--- config.mk ---
export PLATFORM = sky130hd
export DESIGN_NAME = mux_n_1_stream_flat
export DESIGN_NICKNAME = d
export VERILOG_FILES = /design/src/rtl/mux_n_1_stream_pkg.sv /design/src/rtl/mux_n_1_stream_if.sv /design/src/rtl/mux_n_1_stream_rr_arbiter.sv /design/src/rtl/mux_n_1_stream.sv /design/src/flat_wrapper.sv
export SDC_FILE = /design/constraint.sdc
export NUM_CORES = 1
export LEC_CHECK = 0
export ABC_AREA = 0
export BUFFER_PORTS_ARGS = -buffer_cell sky130_fd_sc_hd__buf_2
export CORE_UTILIZATION = 30
export DETAILED_ROUTE_END_ITERATION = 10
export GPL_TIMING_DRIVEN = 1
export PLACE_DENSITY = 0.53
export SLEW_MARGIN = 15
export SYNTH_ARGS = -nofsm -noshare
export SYNTH_HDL_FRONTEND = slang
export SYNTH_SLANG_ARGS = --single-unit
--- constraint.sdc ---
create_clock -name clk -period 3 [get_ports clk]
set_input_delay 0.45 -clock clk [delete_from_list [all_inputs] [get_ports clk]]
set_output_delay 0.45 -clock clk [all_outputs]
set_load 0.05 [all_outputs]
--- src/rtl/mux_n_1_stream_pkg.sv ---
// Shared definitions for the N-to-1 streaming multiplexer: mode encodings
// and the channel-id width derivation used by every file of the block.
package mux_pkg;

  localparam logic MODE_FIXED = 1'b0;
  localparam logic MODE_RR    = 1'b1;

  // Channel-id width; a 1-bit id is kept even for degenerate channel counts.
  function automatic int sel_width(input int n);
    return (n <= 2) ? 1 : $clog2(n);
  endfunction

endpackage

--- src/rtl/mux_n_1_stream_if.sv ---
// Handshake bundle between parallel producers, the multiplexer and the consumer.
// slave = the multiplexer's view, master = the surrounding environment's view.
interface mux_n_1_stream_if
  import mux_pkg::*;
#(
  parameter int DATA_WIDTH = 8,
  parameter int NUM_IN     = 4
) ();

  localparam int SEL_W = sel_width(NUM_IN);

  logic [NUM_IN-1:0]            in_valid;
  logic [NUM_IN*DATA_WIDTH-1:0] in_data;
  logic [NUM_IN-1:0]            in_ready;
  logic                         out_valid;
  logic [DATA_WIDTH-1:0]        out_data;
  logic [SEL_W-1:0]             out_chan;
  logic                         out_ready;

  modport slave (
    input  in_valid, in_data, out_ready,
    output in_ready, out_valid, out_data, out_chan
  );

  modport master (
    output in_valid, in_data, out_ready,
    input  in_ready, out_valid, out_data, out_chan
  );

endinterface

--- src/rtl/mux_n_1_stream_rr_arbiter.sv ---
// Rotate-priority encoder: grants the first requesting channel found searching
// upward from ptr+1 and wrapping. Purely combinational; the caller owns ptr.
module rr_arbiter
  import mux_pkg::*;
#(
  parameter  int NUM_IN = 4,
  localparam int SEL_W  = sel_width(NUM_IN)
) (
  input  logic [NUM_IN-1:0] req,
  input  logic [SEL_W-1:0]  ptr,
  output logic              gnt_valid,
  output logic [SEL_W-1:0]  gnt_idx
);

  int idx;

  // Walk candidates from farthest to nearest so the nearest requester wins last.
  always_comb begin
    gnt_valid = 1'b0;
    gnt_idx   = '0;
    idx       = 0;
    for (int k = NUM_IN; k >= 1; k--) begin
      idx = (int'(ptr) + k) % NUM_IN;
      if (req[idx[SEL_W-1:0]]) begin
        gnt_valid = 1'b1;
        gnt_idx   = idx[SEL_W-1:0];
      end
    end
  end

endmodule

--- src/rtl/mux_n_1_stream.sv ---
// N-to-1 streaming multiplexer with fixed-select or round-robin grant and a
// single registered output stage that can refill in the cycle it drains.
module mux_n_1_stream
  import mux_pkg::*;
#(
  parameter  int DATA_WIDTH = 8,
  parameter  int NUM_IN     = 4,
  localparam int SEL_W      = sel_width(NUM_IN)
) (
  input  logic             clk,
  input  logic             reset_n,
  input  logic             mode,
  input  logic [SEL_W-1:0] sel,
  mux_n_1_stream_if.slave  bus
);

  logic                  rr_valid_p0;
  logic [SEL_W-1:0]      rr_idx_p0;
  logic                  fix_valid_p0;
  logic                  grant_valid_p0;
  logic [SEL_W-1:0]      grant_idx_p0;
  logic                  load_en_p0;
  logic [NUM_IN-1:0]     in_ready_p0;
  logic                  take_p0;
  logic [DATA_WIDTH-1:0] word_p0;

  logic                  vld_p1;
  logic [DATA_WIDTH-1:0] data_p1;
  logic [SEL_W-1:0]      chan_p1;
  logic [SEL_W-1:0]      rr_ptr;

  // Stage p0: combinational grant, ready and word selection
  rr_arbiter #(.NUM_IN(NUM_IN)) u_arb (
    .req       (bus.in_valid),
    .ptr       (rr_ptr),
    .gnt_valid (rr_valid_p0),
    .gnt_idx   (rr_idx_p0)
  );

  // Out-of-range sel values match no channel and so never grant.
  always_comb begin
    fix_valid_p0 = 1'b0;
    for (int i = 0; i < NUM_IN; i++) begin
      if (sel == SEL_W'(i) && bus.in_valid[i]) fix_valid_p0 = 1'b1;
    end
  end

  assign grant_valid_p0 = (mode == MODE_RR) ? rr_valid_p0 : fix_valid_p0;
  assign grant_idx_p0   = (mode == MODE_RR) ? rr_idx_p0   : sel;
  assign load_en_p0     = !vld_p1 || bus.out_ready;

  always_comb begin
    in_ready_p0 = '0;
    word_p0     = '0;
    for (int i = 0; i < NUM_IN; i++) begin
      if (grant_idx_p0 == SEL_W'(i)) begin
        in_ready_p0[i] = reset_n && load_en_p0 && grant_valid_p0;
        word_p0        = bus.in_data[i*DATA_WIDTH +: DATA_WIDTH];
      end
    end
  end

  assign take_p0 = |in_ready_p0;

  // Stage p1: output register and round-robin pointer
  always_ff @(posedge clk or negedge reset_n) begin
    if (!reset_n) begin
      vld_p1  <= 1'b0;
      data_p1 <= '0;
      chan_p1 <= '0;
      rr_ptr  <= SEL_W'(NUM_IN - 1);
    end else if (take_p0) begin
      vld_p1  <= 1'b1;
      data_p1 <= word_p0;
      chan_p1 <= grant_idx_p0;
      if (mode == MODE_RR) rr_ptr <= grant_idx_p0;
    end else if (bus.out_ready) begin
      vld_p1  <= 1'b0;
    end
  end

  assign bus.in_ready  = in_ready_p0;
  assign bus.out_valid = vld_p1;
  assign bus.out_data  = data_p1;
  assign bus.out_chan  = chan_p1;

endmodule

--- src/flat_wrapper.sv ---
// flat-port wrapper written by rule: the top's interface ports become plain ports
module mux_n_1_stream_flat import mux_pkg::*;
#(
  parameter  int DATA_WIDTH = 8,
  parameter  int NUM_IN     = 4,
  localparam int SEL_W      = sel_width(NUM_IN)
)
  (clk, reset_n, mode, sel, bus_in_valid, bus_in_data, bus_out_ready, bus_in_ready, bus_out_valid, bus_out_data, bus_out_chan);
  mux_n_1_stream_if #(.DATA_WIDTH(DATA_WIDTH), .NUM_IN(NUM_IN)) bus_i ();
  input  logic clk;
  input  logic reset_n;
  input  logic mode;
  input  logic [SEL_W-1:0] sel;
  input wire logic [$bits(bus_i.in_valid)-1:0] bus_in_valid;
  input wire logic [$bits(bus_i.in_data)-1:0] bus_in_data;
  input wire logic [$bits(bus_i.out_ready)-1:0] bus_out_ready;
  output wire logic [$bits(bus_i.in_ready)-1:0] bus_in_ready;
  output wire logic [$bits(bus_i.out_valid)-1:0] bus_out_valid;
  output wire logic [$bits(bus_i.out_data)-1:0] bus_out_data;
  output wire logic [$bits(bus_i.out_chan)-1:0] bus_out_chan;
  assign bus_i.in_valid = bus_in_valid;
  assign bus_i.in_data = bus_in_data;
  assign bus_i.out_ready = bus_out_ready;
  assign bus_in_ready = bus_i.in_ready;
  assign bus_out_valid = bus_i.out_valid;
  assign bus_out_data = bus_i.out_data;
  assign bus_out_chan = bus_i.out_chan;
  mux_n_1_stream #(.DATA_WIDTH(DATA_WIDTH), .NUM_IN(NUM_IN)) u_core (.clk(clk), .reset_n(reset_n), .mode(mode), .sel(sel), .bus(bus_i));
endmodule
======== Yosys cells after proc, flatten, opt, wreduce, memory -nomap -nowiden ========
Index checks and enable logic that the tools add are counted.
cells by class
  $add $sub $neg .......................... 4
  magnitude comparators ................... 4
  equality and inequality tests ........... 6
  mux-type cells .......................... 32
  reductions and logical operators ........ 13
operator list
  cell                                                                           count
  8-bit 2-to-1 mux                                                               4
  1-bit 2-to-1 mux                                                               19
  2-bit by 3-bit less-than comparator with 1-bit output (second input constant)  4
  2-bit 2-to-1 mux                                                               5
  1-bit binary-select mux with 2-bit select                                      4
  2-bit == test (second input constant)                                          4
  1-bit logical AND                                                              6
  2-bit by 1-bit adder with 2-bit output (second input constant)                 2
  2-bit adder (second input constant)                                            2
  2-bit by 1-bit == test with 1-bit output (second input constant)               2
  2-bit zero test                                                                2
  4-bit OR reduction                                                             1
  2-bit AND reduction                                                            1
  2-bit nonzero test                                                             1
  1-bit zero test                                                                1
  1-bit logical OR                                                               1
word-level totals
  bits in registers ....................... 13
  input port bits ......................... 42
  output and inout port bits .............. 15
  word-level logic and storage cells ...... 63

======== Logic depth before layout (Yosys ltp) ========
  word-level depth ........................ 13
  mapped depth ............................ 7
  depth with buffers taken out ............ 5

======== Modules after synthesis ========
Synthesis repeated with hierarchy kept, for this count alone.
second synthesis, totals
  cells, all modules ...................... 89
  area total of the unflattened synthesis .. 980.9 um2
modules (own cells, without submodules)
  module          times used  cells an instance  area each (um2)  seq. area each (um2)
  mux_n_1_stream  1           75                 889.6            327.8
  rr_arbiter      1           14                 91.3             0.0

======== Worst setup path before layout ========
No wires, ideal clock.
  path kind ............................... input to output
  from .................................... input port bus_in_valid[1]
  to ...................................... output port bus_in_ready[3]
  data arrival time ....................... 2.177 ns
  slack ................................... 0.373 ns
  stages .................................. 7
  cells stage by stage .................... buf_2 mux4_2 nor2_1 a211o_1 buf_4 a21oi_1 nor2b_1
between the ends
  word-level cells in the longest chain between the ends .. 9
  elaborated cells between the ends (all ways) .. 25
  classes of those cells .................. eq/ne (1); mux (22); reduce/logical (2)
ends and longest elaborated chain
  item                                                                       line                                        RTL
  start: declaration                                                         flat_wrapper.sv:14                          input wire logic [$bits(bus_i.in_valid)-1:0] bus_in_valid;
  1-bit binary-select mux with 2-bit select                                  mux_n_1_stream_rr_arbiter.sv:24             if (req[idx[SEL_W-1:0]]) begin
  1-bit 2-to-1 mux (not written as such)                                     mux_n_1_stream_rr_arbiter.sv:24
  2-bit 2-to-1 mux / 1-bit 2-to-1 mux (equally long branches) (4 in series)  mux_n_1_stream_rr_arbiter.sv:24
  2-bit 2-to-1 mux / 1-bit 2-to-1 mux (equally long branches)                mux_n_1_stream.sv:49, mux_n_1_stream.sv:48
  2-bit == test / 1-bit logical AND (equally long branches)                  mux_n_1_stream.sv:56, mux_n_1_stream.sv:57
  1-bit 2-to-1 mux (*)                                                       mux_n_1_stream.sv:56                        if (grant_idx_p0 == SEL_W'(i)) begin
  end: declaration                                                           flat_wrapper.sv:17                          output wire logic [$bits(bus_i.in_ready)-1:0] bus_in_ready;
Every way passes the cells marked *; elsewhere a longest branch is shown, timed or not. The select of a mux whose other input is x is not followed.

======== Final worst setup path ========
  from .................................... register u_core.rr_ptr[1]
  to ...................................... output port bus_in_ready[0]
between the ends
  word-level cells in the longest chain between the ends .. 10
  elaborated cells between the ends (all ways) .. 25
  classes of those cells .................. add/sub (4); mux (19); reduce/logical (2)
ends and longest elaborated chain
  item                                                                       line                                        RTL
  start: declaration                                                         mux_n_1_stream.sv:30                        logic [SEL_W-1:0] rr_ptr;
  start signal: assignment                                                   mux_n_1_stream.sv:71                        rr_ptr <= SEL_W'(NUM_IN - 1);
  start signal: assignment                                                   mux_n_1_stream.sv:76                        if (mode == MODE_RR) rr_ptr <= grant_idx_p0;
  2-bit by 1-bit adder with 2-bit output                                     mux_n_1_stream_rr_arbiter.sv:23             idx = (int'(ptr) + k) % NUM_IN;
  1-bit binary-select mux with 2-bit select                                  mux_n_1_stream_rr_arbiter.sv:24
  1-bit 2-to-1 mux (not written as such)                                     mux_n_1_stream_rr_arbiter.sv:24
  2-bit 2-to-1 mux / 1-bit 2-to-1 mux (equally long branches) (4 in series)  mux_n_1_stream_rr_arbiter.sv:24
  2-bit 2-to-1 mux / 1-bit 2-to-1 mux (equally long branches)                mux_n_1_stream.sv:49, mux_n_1_stream.sv:48
  2-bit zero test / 1-bit logical AND (equally long branches)                mux_n_1_stream.sv:56, mux_n_1_stream.sv:57
  1-bit 2-to-1 mux (*)                                                       mux_n_1_stream.sv:56
Marked as above.

==> results.py <==
metrics = {
    "finish": {
        "fin_cells": 258,
        "drive_gt1_frac": 0.417,
        "diodes": 0,
        "final_common_cell": "buf_2",
        "syn2layout_area_growth_pct": 22.5,
        "fillers": 477,
        "final_cell_mix": "buf_2 (56), nand2_1 (31), nand2b_1 (12), dfrtp_1 (11), a21oi_1 (10)",
        "multi_input_area_um2": 998,
        "seqCellArea_um2": 328,
        "nets": 249,
    },
    "placed_design": {
        "dp_cells": 254,
        "hpwl_um": 2920,
        "numPortBuffers": 56,
        "place_congestion": 0.780,
    },
    "synth": {
        "synth_area_um2": 1420,
        "synth-simple-area-share": 0.243,
        "synth_top_cell_by_area": "dfrtp_1",
        "synthAdderAreaFrac": 0,
        "ys_types": 43,
        "synth.net_count": 201,
        "synth-edff-count": 0,
        "syn_avg_cell_area_um2": 8.96,
        "synth_top_family_by_area": "compound AO/OA/AOI/OAI gates",
        "muxShareOfSynthArea": 0.0308,
        "synth_warnings": 0,
        "synth_compound_area_frac": 0.427,
        "synth_cells": 159,
        "ys_async_sr_fraction": 1.00,
        "synth_seq_cells": 13,
        "synth.top_cell.area_share": 0.193,
        "ys.flop_type": "dfrtp_1",
        "yosys-top-cells-area": "dfrtp_1 (19%), a2111oi_4 (9.7%), o41ai_2 (9.1%)",
        "synthXorXnorAreaFrac": 0,
        "ys_seq_area_frac": 0.230,
    },
    "drt": {
        "drt-pass1-iter-count": 7,
        "first_iter_violations": 131,
        "drc_errors": 6,
        "via_per_inst": 5.26,
        "vias": 1356,
        "antenna_left": 0,
        "wl_per_cell_um": 15.1,
        "totalWireLength_um": 3890,
    },
    "min_path": {
        "hp-class": "input port to async pin",
    },
    "timing": {
        "finalHoldViolCount": 0,
        "skew_ns": 0.00521,
        "rsz0062_at_grt": "no",
        "period_share": 0.866,
        "max_freq_ghz": 0.385,
        "finalCriticalPeriod_ns": 2.60,
        "tightest_slew_ns": 0.493,
        "worst_slew_margin_rel": 0.671,
        "finalMaxSlewViolations": 0,
        "tns_ns": 0,
        "whs_ns": 0.0837,
        "setup_violations": 0,
    },
    "critical_path": {
        "slowest_stage": "dfstp_2",
        "crit_fanout": 13,
        "worstSetupPathType": "register to output port",
        "cpPeakStageDelay_ns": 0.63,
        "critical_path_buf_inv_count": 1,
        "cp_top_family": "compound AO/OA/AOI/OAI gates",
        "required_ns": 2.55,
        "start_kind": "register",
        "path_cells": "a211o_1 > a31o_4 > and4_1 > buf_2",
        "cp.arrival_ns": 2.15,
        "cp-end-kind": "output port",
    },
    "grt": {
        "grt_pass1_vias": 1276,
        "grt_pass1_wl_um": 6420,
        "antenna_found_initial": 0,
        "track_usage": 0.162,
        "grt_max_degree": 32,
        "overflow": 0,
    },
    "outcome": {
        "run_status": "finished with violations",
        "violations": "DRC",
    },
    "clocking": {
        "clock_latency_ns": 0.25,
        "cts_hold_buf": 0,
        "post_cts_buffers": 0,
        "cts_tree": "yes",
        "clk_pin_slew_ns": 0.06,
        "cts_made_buffers": 3,
        "cts.sinks": 13,
        "clockBufferDepth": 2,
        "cts-resized-gates": 0,
        "root_buffer": "clkbuf_8",
        "htreeDepth": 1,
    },
    "flow_run": {
        "max_cap_viol_count": 0,
    },
    "floorplanning": {
        "rows": 24,
        "initial_core_util": 0.320,
        "fp.dieH_um": 70.9,
        "dieArea_um2": 5030,
        "io_pins": 57,
        "die_w_um": 70.9,
        "coreArea_um2": 4440,
    },
    "pwr": {
        "p_leak_uw": 0.000747,
        "p_total_uw": 1150,
        "power.density_nw_per_um2": 657,
        "ir_worst_vdd_mv": 0.298,
    },
}
==> final timing paths <==
check	from	end	slack, ns	cells past startpoint
setup reg to reg	u_core.rr_ptr[1]	u_core.bus.out_data[4]	0.84	5
hold / removal	reset_n	u_core.bus.out_valid	0.08	1
max in group asynchronous	reset_n	u_core.rr_ptr[0]	2.63	1
hold reg to reg	u_core.bus.out_data[6]	u_core.bus.out_data[6]	0.47	2
setup / recovery	u_core.rr_ptr[1]	bus_in_ready[0]	0.40	4
min in group clk	u_core.bus.out_data[6]	u_core.bus.out_data[6]	0.47	2
==> routing by layer <==
metal  routed length [um]  GRT usage  vias up
met4                   56     0.0533        0
li1                     -          -      705
met5                    0          0        -
met1                 1940      0.248      614
met3                  205     0.0199        5
met2                 1680      0.234       32
==> metrics by stage <==
step                      setup slack [ns]   util  area, um2
after floorplan                      0.373      -       1420
after global placement               0.634  0.382       1700
after detailed placement             0.618  0.382       1700
after CTS                            0.402  0.392       1740
after global routing                 0.286  0.392       1740
final                                0.401  0.392       1740
==> power breakdown <==
part | switching [uW] | internal [uW]
clock network | 67.9 | 91.9
registers | 56.2 | 246
logic | 444 | 239
total | 569 | 577
==> Yosys cell counts (2+ instances only) <==
cell	instances
a2111oi_2	3
a2111oi_4	5
a211o_1	2
a21oi_1	10
a31oi_1	9
buf_1	2
buf_2	6
buf_4	2
clkbuf_1	4
dfrtp_1	11
dfstp_2	2
nand2_1	31
nand2b_1	12
nand3_1	2
nand3b_1	3
nor2_1	5
nor3_1	8
o21a_1	3
o221ai_1	8
o41ai_2	8
==> final cells by class <==
class,count,share of cell area
timing repair buffer,59,0.174
multi-input combinational,129,0.572
sequential,13,0.188
clock buffer,3,0.0237
inverter,1,0.00215
tap,52,0.0373
clock inverter,1,0.00287
==> registers in the layout, summed over array words and instances, names as in the netlist <==
name                  count
u_core.bus.out_chan       2
u_core.bus.out_data       8
u_core.bus.out_valid      1
u_core.rr_ptr             2
==> kinds of logic (layout without fill, tap and decap cells) <==
family                 after synthesis  after routing
AO/OA/AOI/OAI                       56             56
buffers and inverters               17             64
flip-flops                          13             13
multiplexers                         3              3
AND/OR/NAND/NOR                     70             70
No activity file was read; power rests on OpenSTA's default activity.
